$ cat src/rtl/bus_xfer_ctrl_if.sv
// Signal bundle between the transfer controller, the arbiter, the masters and the memory port.
// The master modport is the controller's view; the slave modport is the surrounding system's view.
interface bus_xfer_ctrl_if #(
  parameter int N_MASTERS = 3,
  parameter int ADDR_W    = 8,
  parameter int DATA_W    = 8,
  parameter int LEN_W     = 2
);
  logic [N_MASTERS-1:0]        bus_grant;
  logic                        bus_ack;
  logic [N_MASTERS-1:0]        m_we;
  logic [N_MASTERS*ADDR_W-1:0] m_addr;
  logic [N_MASTERS*LEN_W-1:0]  m_len;
  logic [N_MASTERS*DATA_W-1:0] m_wdata;
  logic [N_MASTERS-1:0]        m_wnext;
  logic [N_MASTERS-1:0]        m_rvalid;
  logic [DATA_W-1:0]           m_rdata;
  logic                        mem_req;
  logic                        mem_we;
  logic [ADDR_W-1:0]           mem_addr;
  logic [DATA_W-1:0]           mem_wdata;
  logic                        mem_ready;
  logic [DATA_W-1:0]           mem_rdata;
  logic                        err_timeout;
  logic                        err_grant;

  modport master (
    input  bus_grant, m_we, m_addr, m_len, m_wdata, mem_ready, mem_rdata,
    output bus_ack, m_wnext, m_rvalid, m_rdata, mem_req, mem_we, mem_addr, mem_wdata,
           err_timeout, err_grant
  );

  modport slave (
    output bus_grant, m_we, m_addr, m_len, m_wdata, mem_ready, mem_rdata,
    input  bus_ack, m_wnext, m_rvalid, m_rdata, mem_req, mem_we, mem_addr, mem_wdata,
           err_timeout, err_grant
  );
endinterface

$ cat src/rtl/bus_xfer_ctrl.sv
// Runs the granted master's burst on one memory port; mem_req one cycle after grant, read data one cycle after each beat.
// Stalls on mem_ready low, aborts after WAIT_MAX idle cycles, then pulses bus_ack for one cycle.
module bus_xfer_ctrl #(
  parameter int N_MASTERS = 3,
  parameter int ADDR_W    = 8,
  parameter int DATA_W    = 8,
  parameter int LEN_W     = 2,
  parameter int WAIT_MAX  = 7
) (
  input logic             clk,
  input logic             reset_n,
  bus_xfer_ctrl_if.master bus
);
  localparam int IDX_W  = (N_MASTERS > 1) ? $clog2(N_MASTERS) : 1;
  localparam int WCNT_W = $clog2(WAIT_MAX + 1);
  localparam logic [WCNT_W-1:0] WAIT_LAST = WCNT_W'(WAIT_MAX - 1);

  typedef enum logic [1:0] {IDLE, XFER, ACK} state_t;

  state_t              state, state_nxt;
  logic [IDX_W-1:0]    idx, grant_idx;
  logic                we_q;
  logic [ADDR_W-1:0]   addr_q;
  logic [LEN_W-1:0]    len_q, beat_cnt;
  logic [WCNT_W-1:0]   wait_cnt;
  logic                rvalid_q;
  logic [DATA_W-1:0]   rdata_q;
  logic                err_tmo_q, err_gnt_q;
  logic                in_xfer, beat, last_beat, timeout, grant_lost, multi_grant;

  always_comb begin
    grant_idx = '0;
    for (int i = N_MASTERS - 1; i >= 0; i--)
      if (bus.bus_grant[i]) grant_idx = IDX_W'(i);
  end

  assign in_xfer     = (state == XFER);
  assign beat        = in_xfer && bus.mem_ready;
  assign last_beat   = beat && (beat_cnt == len_q);
  assign timeout     = in_xfer && !bus.mem_ready && (wait_cnt == WAIT_LAST);
  assign grant_lost  = in_xfer && !bus.bus_grant[idx];
  assign multi_grant = (bus.bus_grant & (bus.bus_grant - N_MASTERS'(1))) != '0;

  always_ff @(posedge clk or negedge reset_n) begin
    if (!reset_n) state <= IDLE;
    else          state <= state_nxt;
  end

  always_comb begin
    state_nxt = state;
    case (state)
      IDLE: if (bus.bus_grant != '0) state_nxt = XFER;
      XFER: begin
        // A withdrawn grant abandons the burst without handing back an ack.
        if (grant_lost)                state_nxt = IDLE;
        else if (last_beat || timeout) state_nxt = ACK;
      end
      ACK:     state_nxt = IDLE;
      default: state_nxt = IDLE;
    endcase
  end

  always_comb begin
    bus.mem_req     = in_xfer;
    bus.mem_we      = in_xfer && we_q;
    bus.mem_addr    = addr_q;
    bus.mem_wdata   = bus.m_wdata[idx*DATA_W +: DATA_W];
    bus.bus_ack     = (state == ACK);
    bus.m_wnext     = (beat && we_q) ? (N_MASTERS'(1) << idx) : '0;
    bus.m_rvalid    = rvalid_q ? (N_MASTERS'(1) << idx) : '0;
    bus.m_rdata     = rdata_q;
    bus.err_timeout = err_tmo_q;
    bus.err_grant   = err_gnt_q;
  end

  always_ff @(posedge clk or negedge reset_n) begin
    if (!reset_n) begin
      idx       <= '0;
      we_q      <= 1'b0;
      addr_q    <= '0;
      len_q     <= '0;
      beat_cnt  <= '0;
      wait_cnt  <= '0;
      rvalid_q  <= 1'b0;
      rdata_q   <= '0;
      err_tmo_q <= 1'b0;
      err_gnt_q <= 1'b0;
    end else begin
      rvalid_q  <= 1'b0;
      err_tmo_q <= 1'b0;
      err_gnt_q <= 1'b0;
      case (state)
        IDLE: begin
          if (bus.bus_grant != '0) begin
            idx       <= grant_idx;
            we_q      <= bus.m_we[grant_idx];
            addr_q    <= bus.m_addr[grant_idx*ADDR_W +: ADDR_W];
            len_q     <= bus.m_len[grant_idx*LEN_W +: LEN_W];
            beat_cnt  <= '0;
            wait_cnt  <= '0;
            err_gnt_q <= multi_grant;
          end
        end
        XFER: begin
          if (grant_lost) begin
            err_gnt_q <= 1'b1;
          end else if (beat) begin
            addr_q   <= addr_q + ADDR_W'(1);
            beat_cnt <= beat_cnt + LEN_W'(1);
            wait_cnt <= '0;
            if (!we_q) begin
              rvalid_q <= 1'b1;
              rdata_q  <= bus.mem_rdata;
            end
          end else if (timeout) begin
            err_tmo_q <= 1'b1;
          end else begin
            wait_cnt <= wait_cnt + WCNT_W'(1);
          end
        end
        default: ;
      endcase
    end
  end
endmodule

$ cat src/flat_wrapper.sv
// flat-port wrapper written by rule: the top's interface ports become plain ports
module bus_xfer_ctrl_flat 
#(
  parameter int N_MASTERS = 3,
  parameter int ADDR_W    = 8,
  parameter int DATA_W    = 8,
  parameter int LEN_W     = 2,
  parameter int WAIT_MAX  = 7
)
  (clk, reset_n, bus_bus_grant, bus_m_we, bus_m_addr, bus_m_len, bus_m_wdata, bus_mem_ready, bus_mem_rdata, bus_bus_ack, bus_m_wnext, bus_m_rvalid, bus_m_rdata, bus_mem_req, bus_mem_we, bus_mem_addr, bus_mem_wdata, bus_err_timeout, bus_err_grant);
  bus_xfer_ctrl_if #(.N_MASTERS(N_MASTERS), .ADDR_W(ADDR_W), .DATA_W(DATA_W), .LEN_W(LEN_W)) bus_i ();
  input logic clk;
  input logic reset_n;
  input wire logic [$bits(bus_i.bus_grant)-1:0] bus_bus_grant;
  input wire logic [$bits(bus_i.m_we)-1:0] bus_m_we;
  input wire logic [$bits(bus_i.m_addr)-1:0] bus_m_addr;
  input wire logic [$bits(bus_i.m_len)-1:0] bus_m_len;
  input wire logic [$bits(bus_i.m_wdata)-1:0] bus_m_wdata;
  input wire logic [$bits(bus_i.mem_ready)-1:0] bus_mem_ready;
  input wire logic [$bits(bus_i.mem_rdata)-1:0] bus_mem_rdata;
  output wire logic [$bits(bus_i.bus_ack)-1:0] bus_bus_ack;
  output wire logic [$bits(bus_i.m_wnext)-1:0] bus_m_wnext;
  output wire logic [$bits(bus_i.m_rvalid)-1:0] bus_m_rvalid;
  output wire logic [$bits(bus_i.m_rdata)-1:0] bus_m_rdata;
  output wire logic [$bits(bus_i.mem_req)-1:0] bus_mem_req;
  output wire logic [$bits(bus_i.mem_we)-1:0] bus_mem_we;
  output wire logic [$bits(bus_i.mem_addr)-1:0] bus_mem_addr;
  output wire logic [$bits(bus_i.mem_wdata)-1:0] bus_mem_wdata;
  output wire logic [$bits(bus_i.err_timeout)-1:0] bus_err_timeout;
  output wire logic [$bits(bus_i.err_grant)-1:0] bus_err_grant;
  assign bus_i.bus_grant = bus_bus_grant;
  assign bus_i.m_we = bus_m_we;
  assign bus_i.m_addr = bus_m_addr;
  assign bus_i.m_len = bus_m_len;
  assign bus_i.m_wdata = bus_m_wdata;
  assign bus_i.mem_ready = bus_mem_ready;
  assign bus_i.mem_rdata = bus_mem_rdata;
  assign bus_bus_ack = bus_i.bus_ack;
  assign bus_m_wnext = bus_i.m_wnext;
  assign bus_m_rvalid = bus_i.m_rvalid;
  assign bus_m_rdata = bus_i.m_rdata;
  assign bus_mem_req = bus_i.mem_req;
  assign bus_mem_we = bus_i.mem_we;
  assign bus_mem_addr = bus_i.mem_addr;
  assign bus_mem_wdata = bus_i.mem_wdata;
  assign bus_err_timeout = bus_i.err_timeout;
  assign bus_err_grant = bus_i.err_grant;
  bus_xfer_ctrl #(.N_MASTERS(N_MASTERS), .ADDR_W(ADDR_W), .DATA_W(DATA_W), .LEN_W(LEN_W), .WAIT_MAX(WAIT_MAX)) u_core (.clk(clk), .reset_n(reset_n), .bus(bus_i));
endmodule
$ cat config.mk
export PLATFORM = sky130hd
export DESIGN_NAME = bus_xfer_ctrl_flat
export DESIGN_NICKNAME = d
export VERILOG_FILES = /design/src/rtl/bus_xfer_ctrl_if.sv /design/src/rtl/bus_xfer_ctrl.sv /design/src/flat_wrapper.sv
export SDC_FILE = /design/constraint.sdc
export NUM_CORES = 1
export LEC_CHECK = 0
export CORE_ASPECT_RATIO = 0.7
export CORE_MARGIN = 10
export CORE_UTILIZATION = 30
export CTS_CLUSTER_SIZE = 30
export DETAILED_ROUTE_END_ITERATION = 8
export GPL_ROUTABILITY_DRIVEN = 0
export PLACE_DENSITY_LB_ADDON = 0.1
export SYNTH_ARGS = -nofsm -noshare
export SYNTH_HDL_FRONTEND = slang
export SYNTH_SLANG_ARGS = --single-unit
$ cat constraint.sdc
create_clock -name clk -period 4 [get_ports clk]
set_input_delay 0.8 -clock clk [delete_from_list [all_inputs] [get_ports clk]]
set_output_delay 0.8 -clock clk [all_outputs]
set_load 0.05 [all_outputs]
==> flow_summary.json, run 1 <==
{
  "status": "completed",
  "grt-ovfl-total": 0,
  "cp-start-kind": "flip-flop",
  "cp_cell_sequence": "and2b_2 > nand2_1 > o21ai_0 > clkdlybuf4s50_1",
  "tightest_slew_ns": 0.7094,
  "powerDensity_mw_per_mm2": 791.5,
  "die_area_mm2": 0.01102,
  "synth_top_cell_by_area": "dfrtp_1",
  "cp_slowest_cell": "clkdlybuf4s50_1",
  "synth.avg_cell_area_um2": 9.565,
  "met2_usage": 0.1935,
  "whs_ns": 0.5017,
  "numCtsBuffers": 5,
  "fin_cells": 423,
  "antenna_cells": 0,
  "synth_common_cells": "dfrtp_1 (31), nand2_1 (20), o21ai_0 (19)",
  "synthFlopType": "dfrtp_1",
  "async_flop_share": 1.000,
  "placed_cells": 415,
  "critical_path_required_ns": 3.20,
  "place_area_mm2": 0.003274,
  "grt_pass1_wl_mm": 11.50,
  "endpoint_kind": "output pin",
  "postCtsResizedCells": 0,
  "synth.net_count": 299,
  "num_rows": 25,
  "clk_root_buffer_cell": "clkbuf_8",
  "ctsHoldBuffers": 0,
  "fin_nets": 402,
  "hold_viol": 0,
  "synth_seq_cells": 31,
  "htreeDepth": 2,
  "top_usage_layer": "met2",
  "final_antenna_net_count": 0,
  "synth_top_cell_area_share": 0.3605,
  "fin_crit_sh": 0.8136,
  "hpwl_mm": 5.821,
  "drc": 0,
  "min_path_type": "flip-flop to flip-flop",
  "tns_ns": 0,
  "post-cts-setup-buffer-count": 0,
  "synth_cell_types": 62,
  "fmax_mhz": 307.3,
  "use_met3": 0.05122,
  "cp_max_fo": 16,
  "clock_latency_ns": 0.29,
  "drt_first_pass_iters": 4,
  "coreArea_mm2": 0.006850,
  "grt_pass1_vias": 2129,
  "grt_max_degree": 32,
  "netlist_area_mm2": 0.002152,
  "start_util": 0.3142,
  "synth_area_leaders": "dfrtp_1 (36%), mux2_4 (6.3%), mux2i_1 (6.0%)",
  "irDropWorstVdd_v": 0.0003906,
  "cts_tree": "yes",
  "power.leakage_nw": 1.409,
  "rsz0062_at_grt": "no",
  "finalSetupViolations": 0,
  "max_cap_violations": 0,
  "clock-sinks": 31,
  "routedWlPerCell_um": 17.51,
  "grt_usage": 0.1297,
  "layout-drive-gt1-share": 0.1125,
  "vias": 2115,
  "ys_seq_area_frac": 0.3605,
  "clock_path_buffers": 2,
  "antenna_found_initial": 0,
  "multi_input_comb_area_mm2": 0.001260,
  "fin_skew_ns": 0.007466,
  "drt_wl_total_mm": 7.407,
  "die_w_um": 121.2,
  "synth_warnings": 0,
  "portBuffers": 105,
  "clk_pin_slew_ns": 0.07,
  "vias_per_cell": 5.000,
  "grt_util_met1": 0.1710,
  "final_area_mm2": 0.003387,
  "critPathMaxStageDelay_ns": 0.85,
  "yosysMostFrequentCell": "dfrtp_1",
  "regArea_um2": 775.7,
  "period_needed_ns": 3.254,
  "netlist_instances": 225,
  "ios": 106,
  "drtIter0Drc": 79,
  "synth_edf_count": 0,
  "cp.arrival_ns": 2.45,
  "die_y_um": 90.86,
  "path_class": "flip-flop to output pin",
  "slew_headroom": 0.5271,
  "slew_violations": 0,
  "synthToLayoutAreaGrowth_pct": 57.38,
  "fillers": 648
}
## per-stage QoR
| stage | utilization | worst slack [ns] | total power [mW] |
|---|---|---|---|
| after floorplan | - | 0.2890 | 1.834 |
| after global placement | 0.4780 | 0.7861 | 2.372 |
| after detailed placement | 0.4780 | 0.7807 | 2.381 |
| after CTS | 0.4944 | 0.7306 | 2.706 |
| after global routing | 0.4944 | 0.5892 | 2.859 |
| final | 0.4944 | 0.7457 | 2.681 |
## worst max-delay path, delay by kind of cell, from the launching register on
| family | cells | cell delay [ns] |
|---|---|---|
| buf+inv | 1 | 0.85 |
| simple gates | 2 | 0.60 |
| flops | 1 | 0.64 |
| compound gates | 1 | 0.08 |
## path summary, 6_finish.rpt
path / cells after the start / end / slack (ns) / from
max: 4 / bus_mem_wdata[7] / 0.75 / u_core.idx[1]
min: 1 / u_core.beat_cnt[1] / 0.50 / u_core.beat_cnt[1]
max reg2reg: 4 / u_core.bus.mem_addr[1] / 1.72 / u_core.idx[1]
min reg2reg: 1 / u_core.beat_cnt[1] / 0.50 / u_core.beat_cnt[1]
max in group asynchronous: 2 / u_core.idx[0] / 2.80 / reset_n
min in group asynchronous: 2 / u_core.len_q[1] / 0.90 / reset_n
## layout by cell type (no fill, tap or decap), drive strengths merged, types with 3 or more instances in the layout
cell type / synthesis / final
a211oi: 6 / 6
a21o: 3 / 3
a21oi: 10 / 10
a221oi: 3 / 3
a22oi: 3 / 3
a32o: 3 / 3
a32oi: 3 / 3
and2: 3 / 3
and3b: 3 / 3
buf: 8 / 7
clkbuf: 6 / 5
clkdlybuf4s50: 0 / 103
dfrtp: 31 / 31
ha: 3 / 3
inv: 10 / 10
mux2: 11 / 11
mux2i: 13 / 13
nand2: 20 / 20
nand2b: 3 / 3
nand3: 6 / 6
nor2: 8 / 8
nor3: 5 / 5
nor3b: 4 / 4
o211ai: 3 / 3
o21ai: 25 / 25
## area by class of cell
type | count | area share
clock buffers | 5 | 0.02032
clock inverters | 3 | 0.01293
inverters | 10 | 0.01108
multi-input cells | 170 | 0.3720
flip-flops and latches | 31 | 0.2290
well taps | 94 | 0.03472
repair buffers | 110 | 0.3199
## logic make-up after synthesis
kind of cell	Yosys count	synth area share
AO/OA/AOI/OAI	77	0.2552
XOR/XNOR	2	0.008141
adder cells (fa/ha/maj)	3	0.01744
buffers and inverters	24	0.05407
flip-flops	31	0.3605
multiplexers	24	0.1337
AND/OR/NAND/NOR	64	0.1709
## where the power goes
| group | total [mW] | internal (mW) | leakage, nW | switching (mW) |
|---|---|---|---|---|
| logic | 1.75 | 0.705 | 0.969 | 1.04 |
| clock network | 0.311 | 0.185 | 0.0581 | 0.125 |
| registers | 0.623 | 0.453 | 0.382 | 0.170 |
## registers in the layout, indices dropped and copies added, names as in the netlist
| name | flops |
|---|---|
| u_core.wait_cnt | 3 |
| u_core.bus.err_timeout | 1 |
| u_core.beat_cnt | 2 |
| u_core.bus.mem_addr | 8 |
| u_core.bus.m_rdata | 8 |
| u_core.idx | 2 |
| u_core.state | 2 |
| u_core.len_q | 2 |
| u_core.bus.err_grant | 1 |
| u_core.we_q | 1 |
| u_core.rvalid_q | 1 |
## routing by layer
metal	up-vias	part of all wire	wire length, µm
met1	983	0.47	3472
met4	0	0.010	74
met5	-	0	0
li1	1048	-	-
met3	10	0.083	616
met2	74	0.44	3243
Power figures use the tool's default switching activity.
==> inputs of run 2 (changes only) <==
==> constraint.sdc (replaced) <==
create_clock -name clk -period 2.6 [get_ports clk]
set_input_delay 0.52 -clock clk [delete_from_list [all_inputs] [get_ports clk]]
set_output_delay 0.52 -clock clk [all_outputs]
set_load 0.05 [all_outputs]
==> run 2 against run 1 <==
Compared with the run above:
- global-route usage grew 0.27 points
- utilization grew 3.1 points
- count of clock-buffer cells in the layout is the same
- critical endpoint is now bus_m_wnext[2]
==> flow_summary.json, run 2 (synthesized netlist as in run 1, its figures left out) <==
{
  "finalWorstSetupSlack_ns": 0.1406,
  "dp_slack_ns": 0.1803,
  "fin_skew_ns": 0.006019,
  "grt_max_degree": 32,
  "seqPwrFrac": 0.207,
  "tightest_slew_ns": 0.5314,
  "postCtsResizedCells": 0,
  "clk_root_buffer_cell": "clkbuf_8",
  "fin_crit_sh": 0.9459,
  "critical_path_required_ns": 2.08,
  "num_rows": 25,
  "path_delay_family": "simple AND/OR/NAND/NOR gates",
  "die_w_um": 121.2,
  "clock_path_buffers": 2,
  "ios": 106,
  "power.leakage_nw": 1.523,
  "cp_slowest_cell": "dfrtp_1",
  "vias": 2184,
  "coreArea_mm2": 0.006850,
  "antenna_found_initial": 0,
  "slew_violations": 0,
  "hpwl_mm": 6.011,
  "start_util": 0.3142,
  "fin_nets": 410,
  "vias_per_cell": 5.067,
  "p_sw_mw": 2.157,
  "layout-drive-gt1-share": 0.1869,
  "grt_usage": 0.1324,
  "drt_wl_total_mm": 7.595,
  "period_needed_ns": 2.459,
  "clock-sinks": 31,
  "final_area_mm2": 0.003598,
  "cp_max_fo": 14,
  "irDropWorstVdd_v": 0.0005303,
  "ctsHoldBuffers": 0,
  "endpoint_kind": "output pin",
  "place_area_mm2": 0.003486,
  "layout_commonest_cell": "clkdlybuf4s50_1",
  "slew_headroom": 0.6447,
  "status": "completed",
  "post-cts-setup-buffer-count": 0,
  "clkPwrFrac": 0.110,
  "cts_tree": "yes",
  "die_y_um": 90.86,
  "cp.arrival_ns": 1.94,
  "drt_first_pass_iters": 4,
  "r2r_setup_slack_ns": 0.46,
  "combPwrFrac": 0.683,
  "crit_buf_inv": 2,
  "final_core_util": 0.5253,
  "p_total_mw": 4.416,
  "clk_pin_slew_ns": 0.07,
  "routedWlPerCell_um": 17.62,
  "cp_cell_sequence": "nand2b_2 > inv_2 > and2_4 > nand2_1 > nor3b_4 > buf_12",
  "max_cap_violations": 0,
  "drtIter0Drc": 99,
  "grt_pass1_vias": 2182,
  "grt-ovfl-total": 0,
  "portBuffers": 105,
  "p_int_mw": 2.259,
  "clock_latency_ns": 0.28,
  "die_area_mm2": 0.01102,
  "path_class": "flip-flop to output pin",
  "min_path_type": "flip-flop to flip-flop",
  "htreeDepth": 2,
  "powerDensity_mw_per_mm2": 1227,
  "fmax_mhz": 406.6,
  "drc": 0,
  "cp-start-kind": "flip-flop",
  "rsz0062_at_grt": "no",
  "finalSetupViolations": 0,
  "synthToLayoutAreaGrowth_pct": 67.21,
  "final_cell_mix": "clkdlybuf4s50_1 (89), dfrtp_1 (31), nand2_1 (20), o21ai_0 (18), buf_4 (17)",
  "hold_viol": 0,
  "numCtsBuffers": 5,
  "critPathMaxStageDelay_ns": 0.44,
  "grt_pass1_wl_mm": 11.88,
  "final_antenna_net_count": 0,
  "switching_share": 0.4883,
  "antenna_cells": 0
}
run 2: changes by cell type in the layout (fill, tap and decap cells not counted), moves of 2 or more:
cell | before | now
buf_12 | 0 | 12
buf_4 | 7 | 17
nor3_1 | 5 | 3
nor3_4 | 0 | 2
clkdlybuf4s50_1 | 103 | 89
run 2: layer usage:
metal / up-vias / track usage / part of all wire
li1: 1063 / - / -
met1: 1012 / 0.1801 / 0.48
met2: 102 / 0.1926 / 0.41
met3: 7 / 0.04872 / 0.10
met4: 0 / 0.02970 / 0.0067
met5: - / 0 / 0
run 2: path summary, 6_finish.rpt:
path	end	cells past startpoint	start
max	bus_m_wnext[2]	6	u_core.state[1]
min	u_core.beat_cnt[1]	1	u_core.beat_cnt[1]
max reg2reg	u_core.bus.m_rdata[6]	6	u_core.state[1]
min reg2reg	u_core.beat_cnt[1]	1	u_core.beat_cnt[1]
max in group asynchronous	u_core.bus.m_rdata[0]	2	reset_n
min in group asynchronous	u_core.wait_cnt[2]	2	reset_n
run 2: power groups by stage:
stage / logic, mW / clock network [mW] / registers, mW
2_1_floorplan: 1.55 / 0 / 1.32
3_3_place_gp: 3.00 / 0 / 0.918
3_5_place_dp: 3.03 / 0 / 0.915
4_1_cts: 3.04 / 0.492 / 0.913
5_1_grt: 3.21 / 0.525 / 0.948
6_report: 3.02 / 0.485 / 0.914
run 2: layout make-up:
cell class,instances,area (µm²)
multi-input combinational,170,1296
fill,644,3252
inverter,10,37.54
sequential,31,775.7
tap,94,117.6
clock inverter,3,43.79
timing repair buffer,118,1259
clock buffer,5,68.82
run 2: worst register-to-register path: stages (launching register included):
cell and delay, ns:
dfrtp_1 0.44, nand2b_2 0.34, inv_2 0.11, buf_4 0.20, a32o_2 0.36, nand3b_4 0.23, mux2_4 0.35
run 2: per-stage QoR:
stage	setup TNS, ns	hold WS, ns	cells
2_1_floorplan	-0.1540	0.2244	225
3_3_place_gp	0	0.4850	423
3_5_place_dp	0	0.4917	423
4_1_cts	0	0.5080	431
5_1_grt	0	0.5231	431
6_report	0	0.5069	431
==> inputs of run 3 (changes only) <==
==> constraint.sdc (replaced) <==
create_clock -name clk -period 3 [get_ports clk]
set_input_delay 0.6 -clock clk [delete_from_list [all_inputs] [get_ports clk]]
set_output_delay 0.6 -clock clk [all_outputs]
set_load 0.05 [all_outputs]
==> run 3 against run 2 <==
Compared with the run above:
- critical path type unchanged
- count of clock-buffer cells in the layout is the same
- via count decreased by 1.9%
- sequential share of layout area up 1.0 points
- largest power group unchanged
- non-clock buffer count shrank 4
- die area is the same
- wire length decreased by 2.6%
- utilization down 2.4 points
- register-to-register slack better by 0.33 ns
- critical path depth decreased by 2
- power is 18% lower
==> flow_summary.json, run 3 (synthesized netlist as in run 1, its figures left out) <==
{
  "fillers": 644,
  "coreArea_mm2": 0.006850,
  "vias_per_cell": 5.016,
  "r2r_end": "u_core.bus.m_rdata[3]",
  "cp.arrival_ns": 2.04,
  "clock_latency_ns": 0.29,
  "post-cts-setup-buffer-count": 0,
  "grt-ovfl-total": 0,
  "ios": 106,
  "placed_cells": 419,
  "cp_max_fo": 5,
  "antenna_cells": 0,
  "grt_max_degree": 32,
  "routedWlPerCell_um": 17.32,
  "numCtsBuffers": 5,
  "synthToLayoutAreaGrowth_pct": 59.59,
  "postCtsResizedCells": 0,
  "status": "completed",
  "die_area_mm2": 0.01102,
  "holdCritStartpoint": "u_core.wait_cnt[0]",
  "hpwl_mm": 5.850,
  "slew_violations": 0,
  "clk_pin_slew_ns": 0.07,
  "portBuffers": 105,
  "final_cell_mix": "clkdlybuf4s50_1 (93), dfrtp_1 (31), nand2_1 (20), o21ai_0 (19), buf_4 (18)",
  "endpoint_kind": "output pin",
  "grt_pass1_vias": 2218,
  "whs_path_depth": 1,
  "fin_crit_sh": 0.8795,
  "fin_skew_ns": 0.007887,
  "finalWorstSetupSlack_ns": 0.3615,
  "tightest_slew_ns": 0.5423,
  "num_rows": 25,
  "wl_met2_mm": 3.228,
  "path_class": "flip-flop to output pin",
  "clock-sinks": 31,
  "cp_cell_sequence": "nand2b_2 > inv_2 > and2_1 > clkdlybuf4s50_1",
  "r2r_setup_slack_ns": 0.79,
  "htreeDepth": 2,
  "vias": 2142,
  "final_antenna_net_count": 0,
  "clk_root_buffer_cell": "clkbuf_8",
  "max_cap_violations": 0,
  "die_y_um": 90.86,
  "critPathMaxStageDelay_ns": 0.81,
  "grt_pass1_wl_mm": 11.67,
  "fin_nets": 406,
  "drt_wl_total_mm": 7.397,
  "cp-start-kind": "flip-flop",
  "min_path_type": "flip-flop to flip-flop",
  "dr.max_layer_used": "met4",
  "irDropWorstVdd_v": 0.0004085,
  "cts_tree": "yes",
  "fin_cells": 427,
  "clock_path_buffers": 2,
  "slew_headroom": 0.6373,
  "final_core_util": 0.5014,
  "hold-path-endpoint": "u_core.wait_cnt[0]",
  "drt_first_pass_iters": 4,
  "start_util": 0.3142,
  "power.leakage_nw": 1.450,
  "finalSetupViolations": 0,
  "layout_commonest_cell": "clkdlybuf4s50_1",
  "antenna_found_initial": 0,
  "critical_path_required_ns": 2.40,
  "wl_met3_um": 578,
  "powerDensity_mw_per_mm2": 1048,
  "whs_ns": 0.5007,
  "grt_usage": 0.1293,
  "drtIter0Drc": 129,
  "hold_viol": 0,
  "cp_slowest_cell": "clkdlybuf4s50_1",
  "layout-drive-gt1-share": 0.1562,
  "p_total_mw": 3.600,
  "drc": 0,
  "dp_slack_ns": 0.3510,
  "die_w_um": 121.2,
  "rsz0062_at_grt": "no",
  "r2r_start": "u_core.idx[1]",
  "fmax_mhz": 379.0,
  "ff2ff_path_depth": 5,
  "ctsHoldBuffers": 0,
  "period_needed_ns": 2.639,
  "drt-met1-wl_mm": 3.540
}
[run 3: changes by cell type in the layout (fill, tap and decap cells not counted), moves of 2 or more]
| cell | delta |
|---|---|
| clkdlybuf4s50_1 | +4 |
| nor3_4 | -2 |
| nor3_1 | +2 |
| buf_12 | -9 |
[run 3: critical path, delay by kind of cell (launching register included)]
family	cells	cell delay (ns)
buffers and inverters	2	0.91
DFF	1	0.45
and+or+nand+nor	2	0.39
[run 3: stage by stage]
stage	setup TNS, ns	cell area, µm²
final	0	3435
after global routing	0	3435
after CTS	0	3435
after detailed placement	0	3322
after global placement	0	3322
after floorplan	-0.8518	2157
[run 3: worst max path at each step]
stage	start	to	cells after the start
final	u_core.state[1]	bus_mem_we	4
after global routing	u_core.state[1]	bus_mem_we	4
after CTS	u_core.state[1]	bus_mem_we	4
after detailed placement	bus_bus_grant[1]	u_core.beat_cnt[0]	6
after global placement	bus_bus_grant[1]	u_core.beat_cnt[0]	6
after floorplan	u_core.state[1]	bus_m_wnext[0]	6
[run 3: metal layers]
metal  up-vias  GRT usage
met5         -          0
met4         0    0.02376
met3         6    0.04247
met2        73     0.1926
met1      1014     0.1771
li1       1049          -
[run 3: power breakdown]
group          internal, mW  leakage (nW)  switching (mW)
Clock                 0.247        0.0581           0.169
Sequential            0.604         0.382           0.210
Combinational         0.950          1.01            1.42
[run 3: layout make-up]
type,instances,area (µm²),share of cell area
Tap cell,94,117.6,0.03424
Timing Repair Buffer,114,1126,0.3279
Multi-Input combinational cell,170,1265,0.3683
Inverter,10,37.54,0.01093
Clock inverter,3,43.79,0.01275
Clock buffer,5,68.82,0.02004
Sequential cell,31,775.7,0.2259
